$ cat src/rtl/mpsk_phase_accum.sv
// mpsk_phase_accum
//   Phase accumulator and M-sequence phase modulator that produces sine ROM
//   addresses for a pulsed MPSK packet. A packet is NUM_OF_IMP impulses of
//   IMP_SAMPLES modulated samples, each followed (except the last) by zero
//   samples up to PERIOD_SAMPLES. Every impulse restarts the accumulator, the
//   chip counter and the M-sequence.
//
// Optional feature: define MPSK_PHASE_ACCUM_QPSK_EN to make MODE select QPSK
//   (two M-sequence bits per chip). Without it MODE is ignored and the block
//   is BPSK only.
//
// Ports
//   CLK             in   sole clock, rising edge
//   RESET_N         in   asynchronous active-low reset
//   SIGNAL_TYPE     in   generator select, start honoured only for PSK_SIGNAL_TYPE
//   MODE            in   0 = BPSK, 1 = QPSK
//   FTW             in   frequency tuning word
//   IMP_SAMPLES     in   samples per impulse
//   PERIOD_SAMPLES  in   samples per impulse period
//   CHIP_SAMPLES    in   samples per chip (0 behaves as 1)
//   NUM_OF_IMP      in   impulses per packet
//   SIGN_START_GEN  in   start request
//   OUT_REG_READY   in   downstream ready; low stalls the generator
//   ROM_ADDRESS     out  sine ROM address
//   ADDR_VALID      out  ROM_ADDRESS carries a sample this cycle
//   BUSY            out  packet in progress
//   SIGN_START_CALC out  pulse on the first sample of the packet
//   SIGN_STOP_CALC  out  high on the last sample of the packet
//   START_ERR       out  one-cycle pulse when a start is rejected
`default_nettype none

module mpsk_phase_accum #(
  parameter int unsigned           ACC_WIDTH       = 32,
  parameter int unsigned           ADDR_WIDTH      = 12,
  parameter int unsigned           LFSR_ORDER      = 10,
  parameter int unsigned           LFSR_TAP        = 6,
  parameter logic [LFSR_ORDER-1:0] LFSR_SEED       = 10'b0000001001,
  parameter logic [1:0]            PSK_SIGNAL_TYPE = 2'd2
) (
  input  logic                  CLK,
  input  logic                  RESET_N,
  input  logic [1:0]            SIGNAL_TYPE,
  input  logic                  MODE,
  input  logic [ACC_WIDTH-1:0]  FTW,
  input  logic [23:0]           IMP_SAMPLES,
  input  logic [26:0]           PERIOD_SAMPLES,
  input  logic [15:0]           CHIP_SAMPLES,
  input  logic [4:0]            NUM_OF_IMP,
  input  logic                  SIGN_START_GEN,
  input  logic                  OUT_REG_READY,
  output logic [ADDR_WIDTH-1:0] ROM_ADDRESS,
  output logic                  ADDR_VALID,
  output logic                  BUSY,
  output logic                  SIGN_START_CALC,
  output logic                  SIGN_STOP_CALC,
  output logic                  START_ERR
);

  typedef enum logic [1:0] {
    S_IDLE,
    S_ON,
    S_OFF
  } state_t;

  state_t state_q, state_d;

  // Latched packet configuration
  logic [ACC_WIDTH-1:0]  ftw_q;
  logic [23:0]           imp_q;
  logic [26:0]           period_q;
  logic [15:0]           chip_q;
  logic [31:0]           pkt_len_q;

  // Running state
  logic [ACC_WIDTH-1:0]  acc_q;
  logic [26:0]           period_cnt_q;
  logic [15:0]           chip_cnt_q;
  logic [31:0]           samp_cnt_q;
  logic [LFSR_ORDER-1:0] lfsr_q;
  logic                  start_err_q;

  // Control strobes from the FSM
  logic start_req;
  logic cfg_bad;
  logic accept;
  logic reject;
  logic consume;
  logic enter_on;
  logic last_sample;
  logic imp_end;
  logic period_end;
  logic qpsk;

  logic [31:0]           pkt_len_calc;
  logic [ADDR_WIDTH-1:0] phase_off;

  function automatic logic [LFSR_ORDER-1:0] lfsr_step(input logic [LFSR_ORDER-1:0] r);
    return {r[LFSR_ORDER-2:0], r[LFSR_TAP] ^ r[LFSR_ORDER-1]};
  endfunction

`ifdef MPSK_PHASE_ACCUM_QPSK_EN
  logic mode_q;
  assign qpsk = mode_q;
`else
  logic mode_unused;
  assign mode_unused = MODE;
  assign qpsk        = 1'b0;
`endif

  assign start_req    = SIGN_START_GEN && OUT_REG_READY && (SIGNAL_TYPE == PSK_SIGNAL_TYPE);
  assign cfg_bad      = (NUM_OF_IMP == 5'd0) || (IMP_SAMPLES == 24'd0) ||
                        (PERIOD_SAMPLES < 27'(IMP_SAMPLES));
  assign pkt_len_calc = (32'(NUM_OF_IMP) - 32'd1) * 32'(PERIOD_SAMPLES) + 32'(IMP_SAMPLES);

  assign consume      = (state_q != S_IDLE) && OUT_REG_READY;
  assign last_sample  = (samp_cnt_q == pkt_len_q - 32'd1);
  assign imp_end      = (period_cnt_q == 27'(imp_q) - 27'd1);
  assign period_end   = (period_cnt_q == period_q - 27'd1);

  // BPSK uses the current M-sequence output as the MSB of the offset; QPSK
  // additionally uses the next output, which already sits one bit below.
  always_comb begin
    phase_off                 = '0;
    phase_off[ADDR_WIDTH-1]   = lfsr_q[LFSR_ORDER-1];
    if (qpsk) begin
      phase_off[ADDR_WIDTH-2] = lfsr_q[LFSR_ORDER-2];
    end
  end

  // FSM state register
  always_ff @(posedge CLK or negedge RESET_N) begin
    if (!RESET_N) begin
      state_q <= S_IDLE;
    end else begin
      state_q <= state_d;
    end
  end

  // FSM next state and outputs
  always_comb begin
    state_d         = state_q;
    accept          = 1'b0;
    reject          = 1'b0;
    enter_on        = 1'b0;
    ROM_ADDRESS     = '0;
    ADDR_VALID      = consume;
    BUSY            = (state_q != S_IDLE);
    SIGN_START_CALC = consume && (samp_cnt_q == 32'd0);
    SIGN_STOP_CALC  = consume && last_sample;
    START_ERR       = start_err_q;

    unique case (state_q)
      S_IDLE: begin
        if (start_req) begin
          if (cfg_bad) begin
            reject  = 1'b1;
          end else begin
            accept  = 1'b1;
            state_d = S_ON;
          end
        end
      end

      S_ON: begin
        ROM_ADDRESS = acc_q[ACC_WIDTH-1 -: ADDR_WIDTH] + phase_off;
        if (consume && imp_end) begin
          if (last_sample) begin
            state_d = S_IDLE;
          end else if (period_q == 27'(imp_q)) begin
            // No gap between impulses: restart the impulse directly.
            enter_on = 1'b1;
          end else begin
            state_d = S_OFF;
          end
        end
      end

      S_OFF: begin
        if (consume && period_end) begin
          state_d  = S_ON;
          enter_on = 1'b1;
        end
      end

      default: state_d = S_IDLE;
    endcase
  end

  // Configuration latch and datapath
  always_ff @(posedge CLK or negedge RESET_N) begin
    if (!RESET_N) begin
      ftw_q        <= '0;
      imp_q        <= '0;
      period_q     <= '0;
      chip_q       <= '0;
      pkt_len_q    <= '0;
      acc_q        <= '0;
      period_cnt_q <= '0;
      chip_cnt_q   <= '0;
      samp_cnt_q   <= '0;
      lfsr_q       <= LFSR_SEED;
      start_err_q  <= 1'b0;
`ifdef MPSK_PHASE_ACCUM_QPSK_EN
      mode_q       <= 1'b0;
`endif
    end else begin
      start_err_q <= reject;
      if (accept) begin
        ftw_q        <= FTW;
        imp_q        <= IMP_SAMPLES;
        period_q     <= PERIOD_SAMPLES;
        chip_q       <= (CHIP_SAMPLES == 16'd0) ? 16'd1 : CHIP_SAMPLES;
        pkt_len_q    <= pkt_len_calc;
`ifdef MPSK_PHASE_ACCUM_QPSK_EN
        mode_q       <= MODE;
`endif
        acc_q        <= '0;
        chip_cnt_q   <= '0;
        lfsr_q       <= lfsr_step(LFSR_SEED);
        period_cnt_q <= '0;
        samp_cnt_q   <= '0;
      end else if (consume) begin
        samp_cnt_q <= samp_cnt_q + 32'd1;
        if (enter_on) begin
          acc_q        <= '0;
          chip_cnt_q   <= '0;
          lfsr_q       <= lfsr_step(LFSR_SEED);
          period_cnt_q <= '0;
        end else begin
          period_cnt_q <= period_cnt_q + 27'd1;
          if (state_q == S_ON) begin
            acc_q <= acc_q + ftw_q;
            if (chip_cnt_q == chip_q - 16'd1) begin
              chip_cnt_q <= '0;
              lfsr_q     <= qpsk ? lfsr_step(lfsr_step(lfsr_q)) : lfsr_step(lfsr_q);
            end else begin
              chip_cnt_q <= chip_cnt_q + 16'd1;
            end
          end
        end
      end
    end
  end

endmodule

`default_nettype wire

$ cat config.mk
export PLATFORM = sky130hd
export DESIGN_NAME = mpsk_phase_accum
export DESIGN_NICKNAME = d
export VERILOG_FILES = /design/src/rtl/mpsk_phase_accum.sv
export SDC_FILE = /design/constraint.sdc
export NUM_CORES = 1
export LEC_CHECK = 0
export CORE_MARGIN = 1
export CORE_UTILIZATION = 41
export DETAILED_ROUTE_END_ITERATION = 12
export PLACE_DENSITY_LB_ADDON = 0.25
export SLEW_MARGIN = 10
export SYNTH_ARGS = -nofsm -noshare
export SYNTH_HDL_FRONTEND = slang
export SYNTH_SLANG_ARGS = --single-unit
$ cat constraint.sdc
create_clock -name CLK -period 4 [get_ports CLK]
set_input_delay 0.4 -clock CLK [delete_from_list [all_inputs] [get_ports CLK]]
set_output_delay 0.4 -clock CLK [all_outputs]
set_load 0.05 [all_outputs]
==> results of run 1 <==
## stage by stage
stage | cells | setup TNS (ps)
finish | 3920 | -19670
global route | 3920 | -24140
CTS | 3897 | -21580
detailed placement | 3819 | -61620
global placement | 3819 | -51930
floorplan | 2773 | -28540
## worst paths after layout
kind / slack (ps) / endpoint
max: -1420 / pkt_len_q[23]$_DFFE_PN0P_
min: 320 / ftw_q[23]$_DFFE_PN0P_
max reg2reg: 90 / chip_cnt_q[6]$_DFFE_PN0P_
min reg2reg: 490 / ftw_q[21]$_DFFE_PN0P_
max in group asynchronous: 2510 / pkt_len_q[27]$_DFFE_PN0P_
min in group asynchronous: 470 / chip_cnt_q[9]$_DFFE_PN0P_
## cell usage in the layout, fill, tap and decap left out, types with 21 or more instances in the layout
cell type	instances
ha_4	21
o21ai_0	95
nand3_1	69
a21oi_1	68
and2_1	65
nand2_1	427
or4_1	21
nor2_1	159
nor2b_1	38
nand4_1	50
dfrtp_1	246
xor2_1	105
or3_1	26
a22o_1	35
buf_4	321
a21o_1	28
clkbuf_16	32
ha_1	117
inv_1	234
xnor2_1	110
buf_6	24
nand2b_1	31
fa_1	119
and3_1	33
nor3_1	41
clkdlybuf4s50_1	117
nor4_1	48
o21ai_1	29
## cells by family after synthesis
group,Yosys count
AOI/OAI and AO/OA,463
buffers and inverters,398
DFF,251
adders and majority gates,263
and+or+nand+nor,1160
muxes,14
xor gates and xnor gates,224
## registers in the layout, indices dropped and copies added, names as in the netlist, 2 cells and up
name / cells
state_q: 2
acc_q: 32
period_q: 27
ftw_q: 32
chip_q: 16
lfsr_q: 10
period_cnt_q: 27
samp_cnt_q: 32
pkt_len_q: 32
chip_cnt_q: 16
imp_q: 24
## repair_timing
action | 4_1_cts | 5_1_grt
buffers inserted | 24 | 26
gates resized for setup | 116 | 112
endpoints found under the setup margin | 46 | 89
hold buffers | 1 | 0
pin swaps | 108 | 75
hold endpoints to repair | 98 | 0
gates cloned | 0 | 1
## where the power goes
part           total [mW]  switching, mW  internal (mW)
logic                15.1           7.90           7.19
clock network        2.88           1.20           1.68
registers            4.45           1.01           3.43
## layout make-up
type	instances	area share (%)
clock buffers	39	2.90
well taps	748	3.14
inverters	253	3.26
repair buffers	487	14.3
clock inverters	18	0.637
multi-input cells	2124	54.7
flip-flops and latches	251	21.1
## routing by layer
layer / vias up / routed length, microns / GRT usage, %
met1: 10400 / 32100 / 32.8
li1: 10200 / - / -
met2: 522 / 34100 / 41.8
met3: 114 / 2800 / 1.75
met5: - / 0 / 0
met4: 0 / 2190 / 7.59
## worst reg2reg max path, cell delays in order (launching register included)
cell      delay [ps]
dfrtp_1          380
inv_1            110
ha_4             150
or4b_4           490
or4_4            450
or3b_4           410
a211oi_2         180
o311a_1          280
nand4_4          160
o211ai_4         250
nand2_4          100
buf_12           160
or4_1            530
a21oi_2          150
==> key figures, run 1 <==
Floorplan
  • Rows: 86
  • Die height: between 200 and 250 microns
  • Initial Util: 41.8%
  • Io pins: ~130
  • Full die area: 57,500 sq um
  • Core ar.: 55,500 sq um
  • Die span in x: about 240 microns

Logic synthesis
  • Number of synthesized flops with an enable pin: 0
  • Xor/xnor share of the synthesized area: 8.46%
  • Top-count cell post-synth: nand2_1
  • Cell variety after synth: 96
  • Top_reg_cell synth: dfrtp_1
  • Synth top area cells: dfrtp_1, fa_1, ha_1
  • Area fraction of the dominant cell type after synthesis: a little over a quarter
  • Synth Area in Simple Gates: between 20 and 30%
  • Main combinational cell family by area after synthesis: simple AND/OR/NAND/NOR gates
  • Compound-Gate Fraction of Synth Area: 13.5%
  • Synth Area in Adders: 18.2%
  • Register bit total from synthesis: 251
  • Multiplexer area fraction after synthesis: 0.626%
  • Synth Instances: roughly 2,800
  • Area leader, netlist: dfrtp_1
  • Share of the yosys chip area belonging to registers: 27.1%
  • Synth top cells by count: nand2_1, inv_1, dfrtp_1, nor2_1, ha_1
  • Yosys warnings: 0
  • Cell area after synthesis: 23,200 sq um
  • Asr flop ratio synth: 100%
  • Synthesized area per cell: 8.36 sq um
  • Syn_nets: 3,147

STA
  • Max Slew Vio Count: 0
  • Slew HR: 42.9%
  • Period utilisation layout: 135%
  • Fin. Hold Viols: 0
  • Final setup viols: 24
  • F_max: between 0.15 and 0.2 GHz
  • RSZ-0062 raised after global routing: yes
  • Worst Skew: around 34 ps
  • Worst Slack Setup Final: -1420 ps
  • Clock period minus worst slack: 5420 ps
  • Worst slew pin tran: 857 ps
  • Hold WS: 318 ps

Worst hold path
  • Hold wc startpoint: FTW[23]
  • Hold Path Class: input port to flop
  • Hold depth: 3

Worst setup path
  • Setup Crit Path Kind: input port to flop
  • WP data arrival: roughly 5900 ps
  • CP top delay family: adder cells
  • CP Launch Type: input port
  • WP data required: 4470 ps
  • Reg2Reg Depth: 13
  • CP max-delay cell: fa_1
  • Top fanout value on the critical path: 4
  • Cell mode on critical path: fa_1
  • Reg2reg start: period_q[1]$_DFFE_PN0P_
  • Kind of end point of the critical path: flop
  • Cell depth of the worst setup path: 27
  • Beginning of the critical path: NUM_OF_IMP[0]
  • Worst path max stage delay: ~540 ps
  • Worst Path Buf+Inv: 9

Power and ir drop
  • Final Total Pwr: 22.4 mW
  • Leakage dissipation: 13.9 nW
  • Power density cells: approximately 750 nW/um^2
  • Max VDD drop: 0.419 mV

Clocking
  • Clock Sink Count: about 250
  • Clock transition at path regs: 60 ps
  • Worst-Skew Late Latency: slightly above 600 ps
  • CTS tree: built
  • CTS Buf Count: 31
  • CTS Buffer Depth: 3
  • CTS H-tree depth: 1
  • Clock tree root buffer cell: clkbuf_16

Cells and area
  • Design Area, Final: roughly 30,000 sq um
  • Filler cells: 5,141
  • Area of the multi-input gates: 16,300 sq um
  • Layout cells sized above 1: 20.0%
  • Synth-to-Final Area Change: 28.7%
  • Ant. Diodes: 0
  • Nets: 3,522
  • Final design utilization: 53.8%
  • Reg area: 6290 sq um

Run status
  • Violated checks: negative setup slack
  • Outcome: finished with violations

Global route
  • Vias in the first global route: 21,200
  • Largest net degree at the start of global routing: 103
  • Grt total ovfl: 0
  • Initial antenna violation count: 0
  • Total GRT Usage: 24.4%
  • First-pass GRT wire length: 112,000 microns

Placement
  • Post-place instance area: 27,600 sq um
  • GPL Wtd Cong: 0.977
  • # port buffers: 126
  • Setup WS pre-CTS: -2620 ps
  • DPL Wire Length: 55,700 microns

Detailed routing
  • Routed vias: 21,300
  • DRT Wirelength: between 70,000 and 80,000 microns
  • Vias/cell: 5.43
  • Average wire per standard cell: 18.2 microns
  • Antenna-violating nets left: 0
  • # DRC: 0
  • TritonRoute pass-1 iters: 5
  • Initial DRC count: 1,513

Flow run
  • Max_cap viols: 0
(Power assumes the default switching activity.)
==> run 2, diff against run 1 <==
--- a/config.mk
+++ b/config.mk
@@ -5,10 +5,12 @@
 export SDC_FILE = /design/constraint.sdc
 export NUM_CORES = 1
 export LEC_CHECK = 0
+export CORE_ASPECT_RATIO = 1.75
 export CORE_MARGIN = 1
 export CORE_UTILIZATION = 41
 export DETAILED_ROUTE_END_ITERATION = 12
-export PLACE_DENSITY_LB_ADDON = 0.25
+export GPL_TIMING_DRIVEN = 0
+export PLACE_DENSITY_LB_ADDON = 0.15
 export SLEW_MARGIN = 10
 export SYNTH_ARGS = -nofsm -noshare
 export SYNTH_HDL_FRONTEND = slang
==> run 2 against run 1 <==
Effect of this change:
- via count is 1.0% higher
- non-clock buffer count is 86 lower
- the flow still finishes with violations (negative setup slack)
- count of clock-buffer cells in the layout is 11 lower
- sequential power is 1% higher
- register-to-register slack worse by 180 ps
- critical path depth is 1 lower
- final area is 1.8% lower
- clock skew is 16 ps lower
==> key figures, run 2 (synthesis gave the netlist of run 1 again) <==
Detailed routing
  • TritonRoute pass-1 iters: 7 (+2)
  • Initial DRC count: 1,320 (-13%)
  • Antenna-violating nets left: 0 (unchanged)
  • DRT Wirelength: 83,600 microns (+17%)
  • Vias/cell: 5.69 (+4.7%)
  • # DRC: 0 (unchanged)
  • Average wire per standard cell: 22.1 microns (+22%)
  • Routed vias: 21,500 (+1.0%)

Worst hold path
  • Hold Path Class: input port to asynchronous set/reset pin

Worst setup path
  • CP Launch Type: input port
  • Worst path max stage delay: 570 ps (+30 ps)
  • CP max-delay cell: fa_1
  • Top fanout value on the critical path: 3 (-1)
  • Cell mode on critical path: fa_1
  • WP data required: 4460 ps (about the same)
  • WP data arrival: 6120 ps (+230 ps)
  • Setup Crit Path Kind: input port to flop
  • Kind of end point of the critical path: flop

Placement
  • Post-place instance area: 25,700 sq um (-6.8%)
  • GPL Wtd Cong: 1.01 (+3.7%)
  • DPL Wire Length: 64,900 microns (+17%)
  • Post-Place Cells: 3,604 (-5.6%)
  • # port buffers: 126 (unchanged)

Floorplan
  • Rows: 115 (+34%)
  • Full die area: 57,600 sq um (about the same)
  • Die height: 317 microns (+32%)
  • Io pins: 128 (unchanged)
  • Die span in x: 182 microns (-24%)
  • Core ar.: 56,100 sq um (+1.1%)
  • Initial Util: 41.3% (-0.44 points)

Clocking
  • CTS Buf Count: 27 (-13%)
  • CTS H-tree depth: 1 (unchanged)
  • Clock Sink Count: 251 (unchanged)
  • Clock tree root buffer cell: clkbuf_16
  • CTS Buffer Depth: 3 (unchanged)
  • Worst-Skew Late Latency: 580 ps (-30 ps)
  • CTS tree: built
  • Clock transition at path regs: 70 ps (about the same)

Global route
  • Vias in the first global route: 22,300 (+5.0%)
  • Initial antenna violation count: 0 (unchanged)
  • First-pass GRT wire length: 127,000 microns (+13%)
  • Total GRT Usage: 29.1% (+4.7 points)
  • Grt total ovfl: 0 (unchanged)
  • Largest net degree at the start of global routing: 106 (+2.9%)

Cells and area
  • Layout cells sized above 1: 17.4% (-2.6 points)
  • Ant. Diodes: 0 (unchanged)
  • Nets: 3,432 (-2.6%)
  • Synth-to-Final Area Change: 26.3%
  • Filler cells: 5,276 (+2.6%)
  • Non-filler cells, final: 3,780 (-3.6%)
  • Most common cell after layout, fill and taps aside: nand2_1
  • Final design utilization: 52.2% (-1.5 points)
  • Most frequent cells in the layout: nand2_1, dfrtp_1, inv_1
  • Design Area, Final: 29,300 sq um (-1.8%)

STA
  • Period utilisation layout: 142% (+6.2 points)
  • Worst Slack Setup Final: -1670 ps (-247 ps)
  • Clock period minus worst slack: 5670 ps (+247 ps)
  • Final setup TNS: -29,880 ps (-10,210 ps)
  • F_max: 0.176 GHz (-4.4%)
  • Final setup viols: 48 (+100%)
  • Worst slew pin tran: 951 ps (+93.8 ps)
  • Fin. Hold Viols: 0 (unchanged)
  • Slew HR: 36.1% (-6.7 points)
  • RSZ-0062 raised after global routing: yes
  • Worst Skew: 17.5 ps (-16.1 ps)
  • Max Slew Vio Count: 0 (unchanged)

Power and ir drop
  • Leakage dissipation: 13.3 nW (-4.3%)
  • Max VDD drop: 0.413 mV (-1.5%)
  • Power density cells: 775 nW/um^2 (+3.2%)

Run status
  • Violated checks: negative setup slack
  • Outcome: finished with violations

Flow run
  • Max_cap viols: 0 (unchanged)
-- run 2: timing repair --
item,in CTS,in global routing
hold buffers,1,0
setup buffers,104,55
endpoints found under the hold margin,55,0
pin swaps,130,83
resized for setup,270,160
setup endpoints to repair,209,173
gates cloned,1,1
-- run 2: stage by stage --
stage          setup slack (ps)  hold slack (ps)  power [mW]
2_1_floorplan             -1800              104        13.2
3_5_place_dp              -3840              358        16.7
5_1_grt                   -1890              367        24.3
6_report                  -1670              339        22.7
3_3_place_gp              -8810              472        16.4
4_1_cts                   -1670              343        21.6
-- run 2: metal layers --
metal	track usage, %	wire [microns]	up-vias
met5	0	0	-
met2	55.7	44600	648
li1	-	-	10000
met4	22.9	7220	0
met1	28.8	29000	10600
met3	2.15	2760	252
-- run 2: path summary, 6_finish.rpt --
| check | slack, ps | cells past startpoint | endpoint | startpoint |
|---|---|---|---|---|
| worst max-delay path | -1670 | 26 | pkt_len_q[23]$_DFFE_PN0P_ | NUM_OF_IMP[0] |
| worst min-delay path | 340 | 2 | ftw_q[2]$_DFFE_PN0P_ | RESET_N |
| worst max register to register | -90 | 15 | chip_cnt_q[10]$_DFFE_PN0P_ | period_q[1]$_DFFE_PN0P_ |
| worst min register to register | 490 | 2 | ftw_q[30]$_DFFE_PN0P_ | ftw_q[30]$_DFFE_PN0P_ |
| max in group asynchronous | 2660 | 3 | imp_q[8]$_DFFE_PN0P_ | RESET_N |
| min in group CLK | 350 | 3 | period_q[18]$_DFFE_PN0P_ | PERIOD_SAMPLES[18] |
-- run 2: report_power, final --
group	switching [mW]	internal (mW)	total [mW]
Combinational	8.39	6.87	15.3
Sequential	1.07	3.44	4.51
Clock	1.19	1.76	2.95
-- run 2: worst max-delay path, delay by kind of cell --
family	cells	cell delay (ps)
adders and majority gates	6	2470
muxes	1	260
AOI/OAI and AO/OA	8	1480
and+or+nand+nor	2	420
xor gates and xnor gates	2	410
buffers and inverters	7	680
-- run 2: area by class of cell --
type	instances	area [sq um]	share of cell area [%]
Multi-Input combinational cell	2124	16700	57.1
Sequential cell	251	6300	21.5
Timing Repair Buffer	271	2640	9.00
Inverter	253	968	3.30
Tap cell	702	878	3.00
Buffer	130	768	2.62
Clock buffer	28	679	2.32
Clock inverter	21	325	1.11
==> run 3, diff against run 2 <==
--- a/config.mk
+++ b/config.mk
@@ -8,8 +8,10 @@
 export CORE_ASPECT_RATIO = 1.75
 export CORE_MARGIN = 1
 export CORE_UTILIZATION = 41
+export CTS_CLUSTER_DIAMETER = 40
 export DETAILED_ROUTE_END_ITERATION = 12
 export GPL_TIMING_DRIVEN = 0
+export HOLD_SLACK_MARGIN = 0.05
 export PLACE_DENSITY_LB_ADDON = 0.15
 export SLEW_MARGIN = 10
 export SYNTH_ARGS = -nofsm -noshare
==> run 3 against run 2 <==
Effect of this change:
- sequential cell count unchanged
- the flow still finishes with violations (negative setup slack)
- largest power group unchanged
- setup slack worse by 99 ps
- first-iteration DRC count down 3.9%
- routed wire length up 1.0%
- via count about the same
- clock skew up 9.7 ps
- largest cell class unchanged
- non-clock buffer count up 1
- total power up 1.8%
- critical endpoint unchanged
- clock power up 11%
- sequential power about the same
- final area up 1.3%
- sequential share of layout area down 0.28 points
==> key figures, run 3 (synthesis gave the netlist of run 1 again) <==
Run status
  • Outcome: finished with violations
  • Violated checks: negative setup slack

Worst setup path
  • WP data arrival: 6180 ps (+60 ps)
  • Setup Crit Path Kind: input port to flop
  • CP Launch Type: input port
  • Kind of end point of the critical path: flop
  • Top fanout value on the critical path: 3 (unchanged)
  • WP data required: 4420 ps (-40 ps)

Power and ir drop
  • Seq pwr share: 19.4% (-0.5 points)
  • Pint: 12.3 mW (+1.8%)
  • Leakage dissipation: 13.4 nW (+1.0%)
  • Combinational share of power: 66.4% (-0.8 points)
  • Switching part of the total: 46.9% (about the same)
  • Clock share of power: 14.2% (+1.2 points)
  • Power density cells: 779 nW/um^2 (+0.48%)
  • Max VDD drop: 0.418 mV (+1.3%)
  • Total net switching power: 10.8 mW (+1.8%)

Clocking
  • Clock Sink Count: 251 (unchanged)
  • CTS tree: built
  • Clock tree root buffer cell: clkbuf_16
  • Clock transition at path regs: 60 ps (about the same)
  • CTS H-tree depth: 2 (+1)
  • CTS Buf Count: 35 (+30%)
  • Worst-Skew Late Latency: 550 ps (-30 ps)
  • CTS Buffer Depth: 3 (unchanged)

Cells and area
  • Synth-to-Final Area Change: 28.0%
  • Area of the multi-input gates: 16,800 sq um (+0.38%)
  • Reg area: 6300 sq um (about the same)
  • Non-filler cells, final: 3,796 (+0.42%)
  • Most frequent cells in the layout: nand2_1, dfrtp_1, inv_1
  • Design Area, Final: 29,700 sq um (+1.3%)
  • Ant. Diodes: 0 (unchanged)
  • Most common cell after layout, fill and taps aside: nand2_1
  • Nets: 3,441 (+0.26%)
  • Layout cells sized above 1: 18.0% (+0.65 points)
  • Filler cells: 5,241 (-0.66%)

Global route
  • Vias in the first global route: 22,300 (+0.27%)
  • Total GRT Usage: 29.1% (+0.067 points)
  • Largest net degree at the start of global routing: 106 (unchanged)
  • First-pass GRT wire length: 127,000 microns (about the same)
  • Grt total ovfl: 0 (unchanged)
  • Initial antenna violation count: 0 (unchanged)

Detailed routing
  • Initial DRC count: 1,268 (-3.9%)
  • DRT Wirelength: 84,400 microns (+1.0%)
  • Routed vias: 21,500 (-0.056%)
  • TritonRoute pass-1 iters: 5 (-2)
  • Vias/cell: 5.66 (-0.48%)
  • Average wire per standard cell: 22.2 microns (+0.61%)
  • # DRC: 0 (unchanged)
  • Antenna-violating nets left: 0 (unchanged)

STA
  • Slew HR: 32.9% (-3.3 points)
  • Worst Skew: 27.2 ps (+9.69 ps)
  • Hold WS: 371 ps (+31.8 ps)
  • Worst slew pin tran: 1000 ps (+48.7 ps)
  • Period utilisation layout: 144% (+2.5 points)
  • Final setup viols: 54 (+13%)
  • F_max: 0.173 GHz (-1.7%)
  • Worst Slack Setup Final: -1770 ps (-98.7 ps)
  • Final setup TNS: -31,760 ps (-1880 ps)
  • RSZ-0062 raised after global routing: yes
  • Clock period minus worst slack: 5770 ps (+98.7 ps)
  • Fin. Hold Viols: 0 (unchanged)
  • Max Slew Vio Count: 0 (unchanged)

Floorplan
  • Core ar.: 56,100 sq um (unchanged)
  • Full die area: 57,600 sq um (unchanged)
  • Die span in x: 182 microns (unchanged)
  • Io pins: 128 (unchanged)
  • Initial Util: 41.3% (unchanged)
  • Rows: 115 (unchanged)
  • Die height: 317 microns (unchanged)

Worst hold path
  • Hold Path Class: input port to asynchronous set/reset pin

Placement
  • # port buffers: 126 (unchanged)
  • GPL Wtd Cong: 1.01 (unchanged)
  • DPL Wire Length: 64,900 microns (unchanged)
  • Post-place instance area: 25,700 sq um (unchanged)
  • Post-Place Cells: 3,604 (unchanged)

Flow run
  • Max_cap viols: 0 (unchanged)
[run 3: cell types whose count changed in the layout (fill, tap and decap cells not counted), sizes merged]
cell	change
inv	+5
clkbuf	+13
bufinv	-5
clkinv	+3
dlymetal6s2s	-1
clkdlybuf4s50	+1
[run 3: path summary, 6_finish.rpt]
check	slack, ps	depth (start not counted)	start	endpoint
max	-1770	27	NUM_OF_IMP[0]	pkt_len_q[23]$_DFFE_PN0P_
min	370	2	RESET_N	ftw_q[2]$_DFFE_PN0P_
max reg2reg	-90	16	period_q[1]$_DFFE_PN0P_	lfsr_q[7]$_DFFE_PN0P_
min reg2reg	490	2	ftw_q[30]$_DFFE_PN0P_	ftw_q[30]$_DFFE_PN0P_
max in group asynchronous	2650	3	RESET_N	period_q[0]$_DFFE_PN0P_
min in group CLK	380	3	FTW[13]	ftw_q[13]$_DFFE_PN0P_
[run 3: critical path: stages]
cell and delay [ps]:
buf_12 120, inv_16 50, clkbuf_16 110, ha_4 130, nor3b_4 310, xor2_4 200
buf_6 130, buf_8 90, and2_4 130, fa_1 440, fa_2 550, inv_2 40
fa_1 490, fa_1 510, inv_2 50, ha_4 220, a211oi_2 220, o211ai_1 110
buf_4 170, a2111oi_4 390, o21ai_1 100, a21o_1 180, a21o_1 170, a211oi_2 310
a22oi_2 130, xor2_1 150, mux2_4 260
[run 3: metal layers]
| layer | wire, microns | up-vias | GRT usage, % |
|---|---|---|---|
| met5 | 0 | - | 0 |
| met1 | 29000 | 10500 | 28.7 |
| met3 | 2850 | 254 | 2.39 |
| met2 | 45300 | 622 | 56.0 |
| li1 | - | 10100 | - |
| met4 | 7230 | 0 | 22.6 |
[run 3: power by group through the flow]
stage               clock [mW]  combinational, mW  sequential [mW]
global route              3.44               16.7             4.61
global placement             0               12.1             4.33
detailed placement           0               12.3             4.35
floorplan                    0               9.09             4.06
CTS                       3.36               14.3             4.38
finish                    3.28               15.3             4.48
[run 3: through the flow]
| step | util [%] | setup WS (ps) | total power [mW] |
|---|---|---|---|
| after global placement | 45.7 | -8810 | 16.4 |
| final | 52.9 | -1770 | 23.1 |
| after global routing | 52.9 | -1960 | 24.7 |
| after detailed placement | 45.8 | -3840 | 16.7 |
| after floorplan | - | -1800 | 13.2 |
| after CTS | 51.2 | -1710 | 22.0 |
[run 3: area by class of cell]
cell class,count,area share [%]
Multi-Input combinational cell,2124,56.6
Clock inverter,24,0.919
Clock buffer,40,3.15
Buffer,128,2.67
Sequential cell,251,21.2
Timing Repair Buffer,274,9.18
Inverter,253,3.27
Tap cell,702,2.96
[run 3: repair_timing]
item / 4_1_cts / 5_1_grt
resized for setup: 277 / 190
gates cloned: 2 / 3
hold buffers: 1 / 0
buffers inserted: 99 / 59
pin swaps: 112 / 160
endpoints found under the hold margin: 55 / 0
endpoints found under the setup margin: 209 / 191
==> variant 1 (config.mk and constraints of run 3) <==
Add an input register stage for `PERIOD_SAMPLES`, with the module's reset; this delays it by one clock. The other inputs are not delayed to match.
--- a/src/rtl/mpsk_phase_accum.sv
+++ b/src/rtl/mpsk_phase_accum.sv
@@ -63,4 +63,14 @@
   } state_t;
 
+  logic [26:0] PERIOD_SAMPLES_q;
+
+  always_ff @(posedge CLK or negedge RESET_N) begin
+    if (!RESET_N) begin
+      PERIOD_SAMPLES_q <= '0;
+    end else begin
+      PERIOD_SAMPLES_q <= PERIOD_SAMPLES;
+    end
+  end
+
   state_t state_q, state_d;
 
@@ -110,6 +120,6 @@
   assign start_req    = SIGN_START_GEN && OUT_REG_READY && (SIGNAL_TYPE == PSK_SIGNAL_TYPE);
   assign cfg_bad      = (NUM_OF_IMP == 5'd0) || (IMP_SAMPLES == 24'd0) ||
-                        (PERIOD_SAMPLES < 27'(IMP_SAMPLES));
-  assign pkt_len_calc = (32'(NUM_OF_IMP) - 32'd1) * 32'(PERIOD_SAMPLES) + 32'(IMP_SAMPLES);
+                        (PERIOD_SAMPLES_q < 27'(IMP_SAMPLES));
+  assign pkt_len_calc = (32'(NUM_OF_IMP) - 32'd1) * 32'(PERIOD_SAMPLES_q) + 32'(IMP_SAMPLES);
 
   assign consume      = (state_q != S_IDLE) && OUT_REG_READY;
@@ -209,5 +219,5 @@
         ftw_q        <= FTW;
         imp_q        <= IMP_SAMPLES;
-        period_q     <= PERIOD_SAMPLES;
+        period_q     <= PERIOD_SAMPLES_q;
         chip_q       <= (CHIP_SAMPLES == 16'd0) ? 16'd1 : CHIP_SAMPLES;
         pkt_len_q    <= pkt_len_calc;
Check against the original RTL: not equivalent (Yosys sat finds a counterexample within 4 cycles, from zero or initial values and one cycle with RESET_N low).
==> variant 1 against run 3 <==
The flow still finishes with violations (setup timing). Sequential power up 8.9%. Power down 1.2%. Cell area up 1.7%. Synthesized cell count down 0.11%. Utilization up 0.62 points. Highest routed layer is now met5. Synthesized area up 1.3%. Worst setup slack better by 0.29 ns. Wire length down 1.7%. Sequential cell count up 27.
==> variant 1: results (changes against run 3) <==
<table>
<tr><th>Metric</th><th>Value</th></tr>
<tr><th colspan="2">Outcome</th></tr>
<tr><td>Status</td><td>finished with violations</td></tr>
<tr><td>Failing checks</td><td>setup timing</td></tr>
<tr><th colspan="2">Pwr</th></tr>
<tr><td>Power share of the combinational group</td><td>61.2% (-5.2 points)</td></tr>
<tr><td>Peak VDD IR</td><td>0.000745 V (+78%)</td></tr>
<tr><td>Clock Power Share</td><td>17.5% (+3.3 points)</td></tr>
<tr><th colspan="2">Final layout</th></tr>
<tr><td>Clock Network Area Fraction</td><td>4.92% (+0.85 points)</td></tr>
<tr><td>Multi-input gate share of the layout cell area</td><td>54.8% (-1.8 points)</td></tr>
<tr><td>Layout non-clock buf frac</td><td>10.7% (-1.2 points)</td></tr>
<tr><td>Share of cell area taken by flip-flops and latches</td><td>23.1% (+1.9 points)</td></tr>
<tr><td>Total Nets Final</td><td>3427 (-0.41%)</td></tr>
<tr><td>Design Area, Final</td><td>30200 um^2 (+1.7%)</td></tr>
<tr><td>Util after Layout</td><td>53.5% (+0.62 points)</td></tr>
<tr><td>Multi-Input Combinational</td><td>2104 (-0.94%)</td></tr>
<tr><td>Layout clock buffers</td><td>49 (+23%)</td></tr>
<tr><td>Fraction of layout cells with a size suffix above 1</td><td>17.8% (-0.24 points)</td></tr>
<tr><td>Non-clk bufs</td><td>368 (-8.5%)</td></tr>
<tr><th colspan="2">STA</th></tr>
<tr><td>Transition time at the pin with the least slew margin</td><td>0.991 ns (-0.00901 ns)</td></tr>
<tr><td>Number of endpoints failing setup at the final stage</td><td>148 (+170%)</td></tr>
<tr><td>Setup WS post-layout</td><td>-1.48 ns (+0.286 ns)</td></tr>
<tr><th colspan="2">Placed design</th></tr>
<tr><td>Post-placement cell area</td><td>26100 um^2 (+1.6%)</td></tr>
<tr><th colspan="2">GRT</th></tr>
<tr><td>Global-route wire length before repair</td><td>125000 um (-2.0%)</td></tr>
<tr><td>GR Util met2</td><td>52.0% (-4.1 points)</td></tr>
<tr><td>Global routing usage on met3</td><td>3.14% (+0.75 points)</td></tr>
<tr><td>Number of antenna violations at the first check in global routing</td><td>1 (+1)</td></tr>
<tr><td>Tot GR Track Use</td><td>28.1% (-1.0 points)</td></tr>
<tr><td>Largest net degree at the start of global routing</td><td>108 (+1.9%)</td></tr>
<tr><th colspan="2">Setup path</th></tr>
<tr><td>Critical path data required time</td><td>4.46 ns (+0.04 ns)</td></tr>
<tr><td>Reg-to-Reg Start</td><td>PERIOD_SAMPLES_q[5]</td></tr>
<tr><td>Number of cells on the worst reg-to-reg path</td><td>17 (+1)</td></tr>
<tr><th colspan="2">Route</th></tr>
<tr><td>Uppermost metal layer occupied by signal nets</td><td>met5</td></tr>
<tr><td>DRC marker count from the first detailed-route iteration</td><td>1193 (-5.9%)</td></tr>
<tr><td>Sum of met2 wire segment lengths after detailed routing</td><td>44100 um (-2.6%)</td></tr>
<tr><td>Metal-1 WL</td><td>28900 um (-0.33%)</td></tr>
<tr><th colspan="2">CTS</th></tr>
<tr><td>Clk sinks</td><td>278 (+11%)</td></tr>
</table>
==> variant 1: changes by cell type after synthesis, sizes merged, moves of 14 or more <==
cell,run 3,this run
xnor2,116,132
dfrtp,249,276
a22o,36,8
buf,37,23
o21ai,134,162
nor2,165,142
==> variant 1: repair_timing <==
item	CTS	global route
buffers inserted	71	46
setup endpoints to repair	238	191
gates resized for setup	231	243
endpoints found under the hold margin	97	0
hold buffers	1	0
pin swaps	93	106
cloned	2	7
==> variant 1: worst max-delay path, cell delays in order <==
cell	delay, ns
sky130_fd_sc_hd__buf_12	0.08
sky130_fd_sc_hd__clkinvlp_4	0.10
sky130_fd_sc_hd__buf_8	0.14
sky130_fd_sc_hd__ha_4	0.18
sky130_fd_sc_hd__xor2_4	0.24
sky130_fd_sc_hd__buf_6	0.14
sky130_fd_sc_hd__clkbuf_16	0.15
sky130_fd_sc_hd__nand2_2	0.06
sky130_fd_sc_hd__fa_1	0.49
sky130_fd_sc_hd__inv_1	0.05
sky130_fd_sc_hd__fa_1	0.47
sky130_fd_sc_hd__inv_1	0.07
sky130_fd_sc_hd__fa_1	0.45
sky130_fd_sc_hd__fa_1	0.50
sky130_fd_sc_hd__inv_2	0.05
sky130_fd_sc_hd__ha_4	0.25
sky130_fd_sc_hd__o21a_1	0.18
sky130_fd_sc_hd__o21ai_1	0.11
sky130_fd_sc_hd__nand2b_1	0.15
sky130_fd_sc_hd__a311oi_4	0.31
sky130_fd_sc_hd__o211ai_1	0.18
sky130_fd_sc_hd__a311oi_2	0.37
sky130_fd_sc_hd__o21bai_2	0.13
sky130_fd_sc_hd__o31ai_2	0.25
sky130_fd_sc_hd__xor2_1	0.28
sky130_fd_sc_hd__o21ai_1	0.11
==> variant 2 (settings of run 3) <==
Without the edit above. Add a define of `MPSK_PHASE_ACCUM_QPSK_EN`.
--- a/src/rtl/mpsk_phase_accum.sv
+++ b/src/rtl/mpsk_phase_accum.sv
@@ -29,4 +29,6 @@
 //   START_ERR       out  one-cycle pulse when a start is rejected
 `default_nettype none
+
+`define MPSK_PHASE_ACCUM_QPSK_EN
 
 module mpsk_phase_accum #(
Check against the original RTL: not equivalent (a bounded check fails within 4 cycles, from zero or initial values and one cycle with RESET_N low).
==> variant 2 against run 3 <==
The flow still finishes with violations (setup timing). Utilization is 0.24 points higher. Sequential share of layout area is 0.26 points higher. Largest cell class unchanged. Cell count is 1.7% lower. Synthesized area is 0.71% lower. Critical endpoint unchanged. Wire length is 6.3% lower. Worst setup slack better by 0.12 ns. Critical path type unchanged. Cell area is 0.94% lower. Clock skew is 0.0070 ns lower. Hold slack worse by 0.083 ns. Sequential cell count is 1 higher.
Power is not compared: it rests on default switching activity, and its combinational part moved more than twofold at a synthesized area within 25%.
==> variant 2: results (changes against run 3) <==
<table>
<tr><th>Metric</th><th>Value</th></tr>
<tr><th colspan="2">GRT</th></tr>
<tr><td>Global routing usage on met3</td><td>2.10% (-0.29 points)</td></tr>
<tr><td>Global-route wire length before repair</td><td>121000 um (-5.1%)</td></tr>
<tr><td>GR Util met2</td><td>53.5% (-2.5 points)</td></tr>
<tr><td>Met1 track demand over resource in global routing</td><td>27.6% (-1.0 points)</td></tr>
<tr><td>Tot GR Track Use</td><td>27.4% (-1.8 points)</td></tr>
<tr><td>Vias in the first global route</td><td>21600 (-3.5%)</td></tr>
<tr><th colspan="2">STA</th></tr>
<tr><td>Number of endpoints failing setup at the final stage</td><td>122 (+130%)</td></tr>
<tr><td>Setup WS post-layout</td><td>-1.65 ns (+0.119 ns)</td></tr>
<tr><th colspan="2">Setup path</th></tr>
<tr><td>Critical-path maximum fanout</td><td>8 (+5)</td></tr>
<tr><td>Number of cells on the worst reg-to-reg path</td><td>14 (-2)</td></tr>
<tr><td>Reg-to-reg critical path endpoint</td><td>lfsr_q[8]</td></tr>
<tr><td>Delay of the slowest cell on the worst path</td><td>0.51 ns (-0.04 ns)</td></tr>
<tr><th colspan="2">Final layout</th></tr>
<tr><td>Multi-input gate share of the layout cell area</td><td>57.4% (+0.74 points)</td></tr>
<tr><td>Layout clock buffers</td><td>35 (-13%)</td></tr>
<tr><td>Fraction of layout cells with a size suffix above 1</td><td>17.2% (-0.84 points)</td></tr>
<tr><td>Multi-Input Combinational</td><td>2108 (-0.75%)</td></tr>
<tr><td>Layout non-clock buf frac</td><td>11.3% (-0.60 points)</td></tr>
<tr><th colspan="2">Synth</th></tr>
<tr><td>Largest cells by area after synthesis</td><td>sky130_fd_sc_hd__dfrtp_1, sky130_fd_sc_hd__fa_1, sky130_fd_sc_hd__ha_1, sky130_fd_sc_hd__nand2_1, sky130_fd_sc_hd__xnor2_1</td></tr>
<tr><th colspan="2">Outcome</th></tr>
<tr><td>Status</td><td>finished with violations</td></tr>
<tr><td>Failing checks</td><td>setup timing</td></tr>
<tr><th colspan="2">Route</th></tr>
<tr><td>Metal-1 WL</td><td>27900 um (-4.0%)</td></tr>
<tr><td>Total met3 wirelength after detailed routing</td><td>2460 um (-14%)</td></tr>
<tr><td>Post-DR wirelength/cell</td><td>21.2 um (-4.6%)</td></tr>
<tr><td>Sum of met2 wire segment lengths after detailed routing</td><td>42900 um (-5.4%)</td></tr>
<tr><th colspan="2">Placed design</th></tr>
<tr><td>Placed wire-length estimate</td><td>60700 um (-6.6%)</td></tr>
<tr><td>Global placer's final weighted congestion</td><td>0.910 (-10%)</td></tr>
<tr><td>Count of buffers from port buffering</td><td>127 (+0.79%)</td></tr>
</table>
==> variant 2: worst max path at each step <==
stage | start | endpoint | slack (ns)
after detailed placement | NUM_OF_IMP[0] | pkt_len_q[23] | -3.41
after floorplan | NUM_OF_IMP[0] | pkt_len_q[23] | -1.52
final | NUM_OF_IMP[0] | pkt_len_q[23] | -1.65
after global routing | NUM_OF_IMP[0] | pkt_len_q[30] | -1.78
after global placement | RESET_N | imp_q[0] | -8.67
after CTS | NUM_OF_IMP[0] | pkt_len_q[31] | -1.67
==> variant 2: timing repair <==
action	4_1_cts	5_1_grt
resized for setup	320	137
buffers inserted	77	44
endpoints found under the setup margin	253	201
pin swaps	123	99
hold buffers	1	0
endpoints found under the hold margin	55	0
gates cloned	7	2
==> variant 2: logic make-up after synthesis <==
family                   after synthesis
AND/OR/NAND/NOR                     1111
AO/OA/AOI/OAI                        452
buffers and inverters                380
adder cells (fa/ha/maj)              264
XOR/XNOR                             252
flip-flops                           252
multiplexers                          27
==> variant 2: worst max-delay path: cells and delay by family <==
family / cells / cell delay (ns)
buffers and inverters: 10 / 1.02
AO/OA/AOI/OAI: 8 / 1.46
XOR/XNOR: 2 / 0.43
adder cells (fa/ha/maj): 6 / 2.40
AND/OR/NAND/NOR: 3 / 0.34
==> variant 2: report_power, final <==
| part | switching (W) | internal, W | leakage, nW | total, W |
|---|---|---|---|---|
| Clock | 0.00129 | 0.00170 | 0.526 | 0.00299 |
| Sequential | 0.0000810 | 0.00261 | 3.38 | 0.00270 |
| Combinational | 0.00367 | 0.00313 | 9.89 | 0.00680 |
==> variant 2: per-stage QoR <==
stage	cell area (um^2)	instances	utilization [%]
finish	29400	3731	53.1
global route	29400	3731	53.1
CTS	28500	3694	51.6
detailed placement	25600	3563	46.2
global placement	25500	3561	46.1
floorplan	23400	2738	-
